`config.mk`:
```
export PLATFORM = sky130hd
export DESIGN_NAME = uart_tx_arbiter_flat
export DESIGN_NICKNAME = d
export VERILOG_FILES = /design/src/rtl/uart_tx_arbiter_if.sv /design/src/rtl/uart_tx_arbiter.sv /design/src/flat_wrapper.sv
export SDC_FILE = /design/constraint.sdc
export NUM_CORES = 1
export LEC_CHECK = 0
export BUFFER_PORTS_ARGS = -buffer_cell sky130_fd_sc_hd__buf_4
export CAP_MARGIN = 20
export CORE_AREA = 8 8 57 107
export DETAILED_ROUTE_END_ITERATION = 8
export DIE_AREA = 0 0 65 115
export GPL_TIMING_DRIVEN = 0
export MAX_ROUTING_LAYER = met4
export SLEW_MARGIN = 20
export SYNTH_ARGS = -nofsm -noshare
export SYNTH_HDL_FRONTEND = slang
export SYNTH_SLANG_ARGS = --single-unit
```
`constraint.sdc`:
```
create_clock -name clk -period 2.3 [get_ports clk]
set_input_delay 0.46 -clock clk [delete_from_list [all_inputs] [get_ports clk]]
set_output_delay 0.46 -clock clk [all_outputs]
set_load 0.005 [all_outputs]
```
`src/rtl/uart_tx_arbiter_if.sv`:
```
// uart_tx_arbiter_if
//   Bundles the requester side and transmitter side of the arbiter.
//   Parameters: NUM_REQ requesters, BITLEN bits per byte.
//   Signals:
//     req_valid     requester -> arbiter, one bit per requester
//     req_data      requester -> arbiter, byte i at [i*BITLEN +: BITLEN]
//     req_ack       arbiter -> requester, one-hot single-cycle capture pulse
//     grant         arbiter -> requester, one-hot transmitter owner, 0 when idle
//     tx_data       arbiter -> transmitter, byte being sent
//     tx_data_ready arbiter -> transmitter, single-cycle start pulse
//     tx_busy       transmitter -> arbiter, registered busy flag
//     err_timeout   arbiter -> system, single-cycle timeout pulse
//     state_dbg     arbiter FSM state, for observation only
//
// Handshake: a requester raises req_valid[i] with req_data stable and keeps
// both unchanged until it sees req_ack[i] high for one cycle; the byte is
// captured on that edge and the requester may then drop or reuse the lane.
// The arbiter starts the transmitter with a one-cycle tx_data_ready pulse;
// the transmitter answers with tx_busy from the next cycle until it is done.
interface uart_tx_arbiter_if #(
    parameter int NUM_REQ = 4,
    parameter int BITLEN  = 8
);
    logic [NUM_REQ-1:0]        req_valid;
    logic [NUM_REQ*BITLEN-1:0] req_data;
    logic [NUM_REQ-1:0]        req_ack;
    logic [NUM_REQ-1:0]        grant;
    logic [BITLEN-1:0]         tx_data;
    logic                      tx_data_ready;
    logic                      tx_busy;
    logic                      err_timeout;
    logic [1:0]                state_dbg;

    // Environment side: requesters plus transmitter.
    modport master (
        output req_valid, req_data, tx_busy,
        input  req_ack, grant, tx_data, tx_data_ready, err_timeout, state_dbg
    );

    // Arbiter side.
    modport slave (
        input  req_valid, req_data, tx_busy,
        output req_ack, grant, tx_data, tx_data_ready, err_timeout, state_dbg
    );
endinterface

```
`src/rtl/uart_tx_arbiter.sv`:
```
// uart_tx_arbiter
//   Round-robin arbiter sharing one UART transmitter among NUM_REQ requesters.
//   A byte is issued only from IDLE while the transmitter is not busy; the
//   arbiter then waits for tx_busy to rise (bounded by TIMEOUT cycles) and to
//   fall again before it accepts the next request.
//   Parameters: NUM_REQ (2..8), BITLEN, TIMEOUT.
//   Ports:
//     clk  rising-edge clock
//     rst  synchronous active-high reset
//     bus  uart_tx_arbiter_if.slave (requests, grant/ack, transmitter link)
module uart_tx_arbiter #(
    parameter int NUM_REQ = 4,
    parameter int BITLEN  = 8,
    parameter int TIMEOUT = 16
) (
    input  logic                 clk,
    input  logic                 rst,
    uart_tx_arbiter_if.slave     bus
);

    localparam int PTR_W = $clog2(NUM_REQ);
    localparam int CNT_W = $clog2(TIMEOUT) + 1;
    localparam logic [CNT_W-1:0] CNT_LAST = CNT_W'(TIMEOUT - 1);
    localparam logic [PTR_W-1:0] PTR_LAST = PTR_W'(NUM_REQ - 1);
    localparam logic [NUM_REQ-1:0] ONE_HOT0 = {{(NUM_REQ-1){1'b0}}, 1'b1};

    typedef enum logic [1:0] {
        IDLE      = 2'd0,
        WAIT_BUSY = 2'd1,
        WAIT_DONE = 2'd2
    } state_t;

    state_t               state;
    logic [PTR_W-1:0]     ptr;
    logic [CNT_W-1:0]     cnt;
    logic [NUM_REQ-1:0]   grant_q;
    logic [NUM_REQ-1:0]   req_ack_q;
    logic [BITLEN-1:0]    tx_data_q;
    logic                 tx_data_ready_q;
    logic                 err_timeout_q;

    // Round-robin pick: the lowest valid index at or above ptr wins; if none
    // exists, the lowest valid index overall wins (the wrap case). Scanning
    // downward lets the last hit in each class be the lowest index.
    logic                 hi_any;
    logic                 lo_any;
    logic [PTR_W-1:0]     hi_idx;
    logic [PTR_W-1:0]     lo_idx;
    logic                 sel_found;
    logic [PTR_W-1:0]     sel_idx;
    logic [PTR_W-1:0]     ptr_next;
    logic [NUM_REQ-1:0]   sel_onehot;
    logic [BITLEN-1:0]    sel_byte;

    always_comb begin
        hi_any = 1'b0;
        lo_any = 1'b0;
        hi_idx = '0;
        lo_idx = '0;
        for (int j = NUM_REQ - 1; j >= 0; j--) begin
            if (bus.req_valid[j]) begin
                lo_any = 1'b1;
                lo_idx = PTR_W'(j);
                if (PTR_W'(j) >= ptr) begin
                    hi_any = 1'b1;
                    hi_idx = PTR_W'(j);
                end
            end
        end
    end

    assign sel_found  = lo_any;
    assign sel_idx    = hi_any ? hi_idx : lo_idx;
    assign ptr_next   = (sel_idx == PTR_LAST) ? '0 : sel_idx + 1'b1;
    assign sel_onehot = ONE_HOT0 << sel_idx;

    always_comb begin
        sel_byte = '0;
        for (int j = 0; j < NUM_REQ; j++) begin
            if (sel_idx == PTR_W'(j)) begin
                sel_byte = bus.req_data[j*BITLEN +: BITLEN];
            end
        end
    end

    always_ff @(posedge clk) begin
        if (rst) begin
            state           <= IDLE;
            ptr             <= '0;
            cnt             <= '0;
            grant_q         <= '0;
            req_ack_q       <= '0;
            tx_data_q       <= '0;
            tx_data_ready_q <= 1'b0;
            err_timeout_q   <= 1'b0;
        end else begin
            // Pulse outputs default low; only the issuing edge or the
            // timeout edge raises them for a single cycle.
            tx_data_ready_q <= 1'b0;
            req_ack_q       <= '0;
            err_timeout_q   <= 1'b0;

            case (state)
                IDLE: begin
                    if (sel_found && !bus.tx_busy) begin
                        tx_data_q       <= sel_byte;
                        tx_data_ready_q <= 1'b1;
                        req_ack_q       <= sel_onehot;
                        grant_q         <= sel_onehot;
                        ptr             <= ptr_next;
                        cnt             <= '0;
                        state           <= WAIT_BUSY;
                    end
                end

                WAIT_BUSY: begin
                    if (bus.tx_busy) begin
                        cnt   <= '0;
                        state <= WAIT_DONE;
                    end else if (cnt == CNT_LAST) begin
                        // Transmitter never answered; give up on this byte.
                        // ptr already moved past the owner at issue time.
                        cnt           <= '0;
                        err_timeout_q <= 1'b1;
                        grant_q       <= '0;
                        state         <= IDLE;
                    end else begin
                        cnt <= cnt + 1'b1;
                    end
                end

                WAIT_DONE: begin
                    if (!bus.tx_busy) begin
                        grant_q <= '0;
                        state   <= IDLE;
                    end
                end

                default: begin
                    cnt     <= '0;
                    grant_q <= '0;
                    state   <= IDLE;
                end
            endcase
        end
    end

    assign bus.grant         = grant_q;
    assign bus.req_ack       = req_ack_q;
    assign bus.tx_data       = tx_data_q;
    assign bus.tx_data_ready = tx_data_ready_q;
    assign bus.err_timeout   = err_timeout_q;
    assign bus.state_dbg     = state;

endmodule

```
`src/flat_wrapper.sv`:
```
// flat-port wrapper written by rule: the top's interface ports become plain ports
module uart_tx_arbiter_flat 
#(
    parameter int NUM_REQ = 4,
    parameter int BITLEN  = 8,
    parameter int TIMEOUT = 16
)
  (clk, rst, bus_req_valid, bus_req_data, bus_tx_busy, bus_req_ack, bus_grant, bus_tx_data, bus_tx_data_ready, bus_err_timeout, bus_state_dbg);
  uart_tx_arbiter_if #(.NUM_REQ(NUM_REQ), .BITLEN(BITLEN)) bus_i ();
  input  logic clk;
  input  logic rst;
  input wire logic [$bits(bus_i.req_valid)-1:0] bus_req_valid;
  input wire logic [$bits(bus_i.req_data)-1:0] bus_req_data;
  input wire logic [$bits(bus_i.tx_busy)-1:0] bus_tx_busy;
  output wire logic [$bits(bus_i.req_ack)-1:0] bus_req_ack;
  output wire logic [$bits(bus_i.grant)-1:0] bus_grant;
  output wire logic [$bits(bus_i.tx_data)-1:0] bus_tx_data;
  output wire logic [$bits(bus_i.tx_data_ready)-1:0] bus_tx_data_ready;
  output wire logic [$bits(bus_i.err_timeout)-1:0] bus_err_timeout;
  output wire logic [$bits(bus_i.state_dbg)-1:0] bus_state_dbg;
  assign bus_i.req_valid = bus_req_valid;
  assign bus_i.req_data = bus_req_data;
  assign bus_i.tx_busy = bus_tx_busy;
  assign bus_req_ack = bus_i.req_ack;
  assign bus_grant = bus_i.grant;
  assign bus_tx_data = bus_i.tx_data;
  assign bus_tx_data_ready = bus_i.tx_data_ready;
  assign bus_err_timeout = bus_i.err_timeout;
  assign bus_state_dbg = bus_i.state_dbg;
  uart_tx_arbiter #(.NUM_REQ(NUM_REQ), .BITLEN(BITLEN), .TIMEOUT(TIMEOUT)) u_core (.clk(clk), .rst(rst), .bus(bus_i));
endmodule
```
### Word-level counts from Yosys, hierarchy flattened

Cells that the tools add are included.

* bits of input ports: 39
* output and inout port bits: 20
* word-level logic and storage cells: 87
* bits in registers: 27

* reductions and logical operators: 11
* shift operators: 1
* $lt $le $gt $ge: 4
* bitwise operators: 4
* add/sub/neg operators: 2
* eq/ne operators: 11
* mux-type cells: 46

Operator list (count)
* 2-bit 2-to-1 mux: 18
* 8-bit 2-to-1 mux: 4
* 4-bit 2-to-1 mux: 4
* 5-bit 2-to-1 mux: 3
* 5-bit case mux with 3 select lines: 1
* 1-bit 2-to-1 mux: 14
* 4-bit case mux with 3 select lines: 1
* 2-bit equality test (second input constant): 3
* 2-bit case mux with 3 select lines: 1
* 3-bit OR reduction: 2
* 5-bit by 1-bit adder with 5-bit output (second input constant): 1
* 5-bit by 4-bit equality test with 1-bit output (second input constant): 1
* 2-bit by 1-bit equality test with 1-bit output (second input constant): 2
* 1-bit by 2-bit >= comparator with 1-bit output (first input constant): 2
* 2-bit >= comparator (first input constant): 2
* 2-bit logical NOT: 2
* 2-bit by 1-bit != test with 1-bit output (second input constant): 2
* 2-bit != test (second input constant): 2
* 1-bit inverter: 4
* 2-bit AND reduction: 2
* 4-bit AND reduction: 1
* 1-bit by 2-bit << shifter with 4-bit output (first input constant): 1
* 3-bit by 2-bit != test with 1-bit output (second input constant): 1
* 3-bit AND reduction: 1
* other kinds (4): 4

### Depth between registers and ports, before layout

* word-level depth: 15
* gate-level depth with buffers: 11

### Worst setup path after synthesis

OpenSTA, ideal clock, no wires.

* kind: in2reg
* from: in bus_req_valid[2]
* to: reg u_core.tx_data_q[7], in the netlist u_core.bus.tx_data[7]
* setup slack: 0.113 ns
* data required time: 2.177 ns
* library setup time: 0.123 ns
* arrival: 2.064 ns
* cell stages on the path: 11
* path through: mux2i_1 -> nor2_1 -> nor3_1 -> inv_1 -> ha_1 -> clkbuf_1 -> clkbuf_1 -> a21oi_1 -> o21ai_0 -> a221oi_1 -> nor2_1

* word-level cells in the longest chain between the ends: 11

Ends and longest elaborated chain
* start: declaration: line flat_wrapper.sv:12 `input wire logic [$bits(bus_i.req_valid)-1:0] bus_req_valid;`
* 2-bit 2-to-1 mux / 1-bit 2-to-1 mux (equally long branches): line uart_tx_arbiter.sv:61 `if (bus.req_valid[j]) begin`
* 2-bit 2-to-1 mux / 1-bit 2-to-1 mux (equally long branches): line uart_tx_arbiter.sv:64 `if (PTR_W'(j) >= ptr) begin`
* 2-bit 2-to-1 mux / 1-bit 2-to-1 mux (equally long branches): line uart_tx_arbiter.sv:61
* 2-bit 2-to-1 mux / 1-bit 2-to-1 mux (equally long branches): line uart_tx_arbiter.sv:64
* 2-bit 2-to-1 mux / 1-bit 2-to-1 mux (equally long branches): line uart_tx_arbiter.sv:61
* 2-bit 2-to-1 mux: line uart_tx_arbiter.sv:73 `assign sel_idx = hi_any ? hi_idx : lo_idx;`
* 2-bit logical NOT: line uart_tx_arbiter.sv:80 `if (sel_idx == PTR_W'(j)) begin`
* 8-bit 2-to-1 mux (4 in a row): line uart_tx_arbiter.sv:80
* end signal: assignment: line uart_tx_arbiter.sv:106 `tx_data_q <= sel_byte;`
* end: declaration: line uart_tx_arbiter.sv:38 `logic [BITLEN-1:0] tx_data_q;`

Several ways; a longest one is shown, not always the timed one.
A chain may end at the register's enable or synchronous reset.

### Worst setup path in the final report

* from: reg u_core.ptr[1]
* to: reg u_core.tx_data_q[7], in the netlist u_core.bus.tx_data[7]

* word-level cells in the longest chain between the ends: 15

Ends and longest elaborated chain
* start: declaration: line uart_tx_arbiter.sv:34 `logic [PTR_W-1:0] ptr;`
* start signal: assignment: line uart_tx_arbiter.sv:110 `ptr <= ptr_next;`
* 2-bit >= comparator: line uart_tx_arbiter.sv:64
* 2-bit 2-to-1 mux / 1-bit 2-to-1 mux (equally long branches): line uart_tx_arbiter.sv:64
* 2-bit 2-to-1 mux / 1-bit 2-to-1 mux (equally long branches): line uart_tx_arbiter.sv:61
* 2-bit 2-to-1 mux / 1-bit 2-to-1 mux (equally long branches): line uart_tx_arbiter.sv:64
* 2-bit 2-to-1 mux / 1-bit 2-to-1 mux (equally long branches): line uart_tx_arbiter.sv:61
* 2-bit 2-to-1 mux / 1-bit 2-to-1 mux (equally long branches): line uart_tx_arbiter.sv:64
* 2-bit 2-to-1 mux / 1-bit 2-to-1 mux (equally long branches): line uart_tx_arbiter.sv:61
* 2-bit 2-to-1 mux / 1-bit 2-to-1 mux (equally long branches): line uart_tx_arbiter.sv:64
* 2-bit 2-to-1 mux / 1-bit 2-to-1 mux (equally long branches): line uart_tx_arbiter.sv:61
* 2-bit 2-to-1 mux *: line uart_tx_arbiter.sv:73
* 2-bit logical NOT: line uart_tx_arbiter.sv:80
* 8-bit 2-to-1 mux (3 in a row): line uart_tx_arbiter.sv:80
* 8-bit 2-to-1 mux *: line uart_tx_arbiter.sv:80

Mark *: on every way between the ends. The rest lies on a longest branch, timed or not.

==> results.py <==
metrics = {
    "cts": {
        "tritoncts": "built",
        "h-tree-depth": 1,
        "cts.path.max_buffers": 2,
        "clock_latency_ns": 0.27,
        "clk_pin_slew_ns": 0.09,
        "cts_buffers": 3,
        "cts_hold_buf": 0,
        "cts_sinks": 27,
        "root_buffer": "clkbuf_8",
    },
    "synth": {
        "ys_ff_latch": 27,
        "synthArstFlopShare_pct": 0,
        "synth_area_leaders": "dfxtp_1, a21oi_1, o21ai_0",
        "synth_ff_type": "dfxtp_1",
        "ys_warn_count": 0,
        "netlist.area_leader.share_pct": 39.2,
        "synthTopCellsByCount": "dfxtp_1, a21oi_1, o21ai_0, nand2_1, inv_1",
        "yosysTopAreaCell": "dfxtp_1",
        "avgSynthCellArea_um2": 7.98,
        "yosysSeqAreaShare_pct": 39.2,
        "yosysMostFrequentCell": "dfxtp_1",
        "syn_inst": 173,
        "synth_edf_count": 0,
        "ys_types": 31,
        "syn_area_um2": 1380,
        "syn_nets": 217,
    },
    "die": {
        "io_pins": 59,
        "die_y_um": 115,
        "rows": 36,
        "die_w_um": 65,
        "start_util_pct": 29.2,
        "die_area_um2": 7480,
        "core-area_um2": 4730,
    },
    "final_layout": {
        "final_core_util_pct": 41.1,
        "layout.cells.non_filler": 289,
        "multi_input_area_um2": 756,
        "syn2layout_area_growth_pct": 40.9,
        "drive_gt1_share_pct": 32.8,
        "antennaDiodeCount": 0,
        "design_area_um2": 1940,
        "nFillCells": 499,
        "layout.nets": 277,
        "seqCellArea_um2": 542,
    },
    "pwr": {
        "total_power_w": 0.00110,
        "cellLeakagePower_nw": 0.892,
        "pwr_density_cell_nw_per_um2": 567,
        "ir_drop_mv": 0.438,
    },
    "placement": {
        "dpl.cell_count": 287,
        "hpwl_um": 3320,
        "io_buffers": 57,
        "dpl_cell_area_um2": 1880,
        "place_congestion": 0.755,
    },
    "hold_path": {
        "hold_path.class": "input pin to flip-flop",
        "worstHoldStart": "bus_req_data[25]",
    },
    "routing": {
        "drc": 0,
        "vias_per_cell": 5.08,
        "drt-initial-drc-count": 30,
        "drtAntennaViolNets": 0,
        "routed_wl_um": 4150,
        "routedWlPerCell_um": 14.4,
        "vias": 1468,
        "first_pass_iters": 4,
    },
    "setup_path": {
        "cp-end-kind": "flip-flop",
        "rr_startpoint": "u_core.ptr[1]",
        "crit_arrival_ns": 2.33,
        "required_ns": 2.46,
        "critPathKind": "flip-flop to flip-flop",
        "startpoint_type": "flip-flop",
        "cp_max_fo": 10,
        "critPathLaunch": "u_core.ptr[1]",
    },
    "sta": {
        "rsz0062_at_grt": "true",
        "maxSlewHeadroom_pct": 50.5,
        "fin_skew_ns": 0.00472,
        "setup_viol": 0,
        "finalHoldViolCount": 0,
        "fmax_ghz": 0.462,
        "worstMarginPinSlew_ns": 0.735,
        "finalMaxSlewViolations": 0,
        "whs_ns": 0.456,
        "layout_min_cycle_time_ns": 2.16,
        "post-route-period-util_pct": 94.1,
    },
    "grt": {
        "grt_pass1_vias": 1464,
        "grt_overflow": 0,
        "grt_pass1_wl_um": 6740,
        "grt_max_degree": 17,
        "grt_use_total_pct": 11.3,
        "antenna_found_initial": 0,
    },
    "outcome": {
        "status": "finished clean",
    },
    "job": {
        "maxCapViolCount": 0,
    },
}
## critical path: stages (launching register included)
cell and delay [ns]:
dfxtp_2 0.39, mux2i_1 0.20, nor2_1 0.07, nor3_2 0.28, inv_1 0.11, ha_2 0.25, clkbuf_4 0.21, a21oi_1 0.12
o21ai_0 0.10, a221oi_1 0.25, nor2_1 0.08
## registers in the layout, indices dropped and copies added, names as in the netlist
register,flops
u_core.ptr,2
u_core.bus.grant,4
u_core.cnt,5
u_core.bus.req_ack,4
u_core.bus.err_timeout,1
u_core.bus.tx_data_ready,1
u_core.bus.state_dbg,2
u_core.bus.tx_data,8
## kinds of logic after synthesis
| family | after synthesis | share of synthesized area, % |
|---|---|---|
| compound gates | 63 | 29.0 |
| xor+xnor | 4 | 2.54 |
| fa+ha+maj | 5 | 4.53 |
| buf+inv | 25 | 6.98 |
| flops | 27 | 39.2 |
| mux | 1 | 0.725 |
| simple gates | 48 | 17.0 |
## through the flow
| stage | TNS (ns) | worst slack (ns) |
|---|---|---|
| after floorplan | 0 | 0.113 |
| after global placement | -2.91 | -0.349 |
| after detailed placement | -3.87 | -0.439 |
| after CTS | 0 | 0.0325 |
| after global routing | -0.0449 | -0.0449 |
| final | 0 | 0.136 |
## cells in the final DEF, fill, tap and decap left out, types with 4 or more instances in the layout
cell type	netlist	routed
a21oi_1	23	23
o21ai_0	17	17
buf_4	0	58
a31o_1	4	4
inv_1	13	13
nand3_1	5	5
nand2_1	14	14
dfxtp_1	27	26
a221oi_1	8	8
and3_1	6	6
xor2_1	4	4
nor2_1	12	12
## per-layer routing
layer  routed length [um]  part of all wire, %  vias up  global-route usage (%)
met2                 1870                   45       47                    17.8
met4                   57                  1.4        0                    4.40
met3                  329                  7.9        5                    3.61
li1                     -                    -      736                       -
met5                    0                    0        -                       -
met1                 1900                   46      680                    12.9
## timing repair
| item | 4_1_cts | 5_1_grt |
|---|---|---|
| setup buffers | 0 | 1 |
| gates resized for setup | 6 | 4 |
| setup endpoints to repair | 11 | 8 |
| pin swaps | 1 | 1 |
## layout make-up
type                            count  area share [%]
Multi-Input combinational cell    121            38.9
Sequential cell                    27            27.9
Timing Repair Buffer               58            22.4
Tap cell                           57            3.67
Inverter                           13            2.51
Buffer                              9            2.19
Clock buffer                        3            2.12
Clock inverter                      1           0.386
## path summary, 6_finish.rpt
| check | to | slack (ns) | depth (start not counted) |
|---|---|---|---|
| setup / recovery | u_core.bus.tx_data[7] | 0.14 | 10 |
| hold / removal | u_core.bus.tx_data[1] | 0.46 | 3 |
| setup reg to reg | u_core.bus.tx_data[7] | 0.14 | 10 |
| hold reg to reg | u_core.cnt[4] | 0.48 | 1 |
## where the power goes
group          internal, W  leakage [nW]  total, W  switching (W)
sequential        0.000498         0.221  0.000519      0.0000206
clock             0.000123        0.0217  0.000276       0.000153
combinational     0.000153         0.649  0.000308       0.000155
total             0.000774         0.892   0.00110       0.000329
Note: power is estimated with default switching activity, not from simulation.
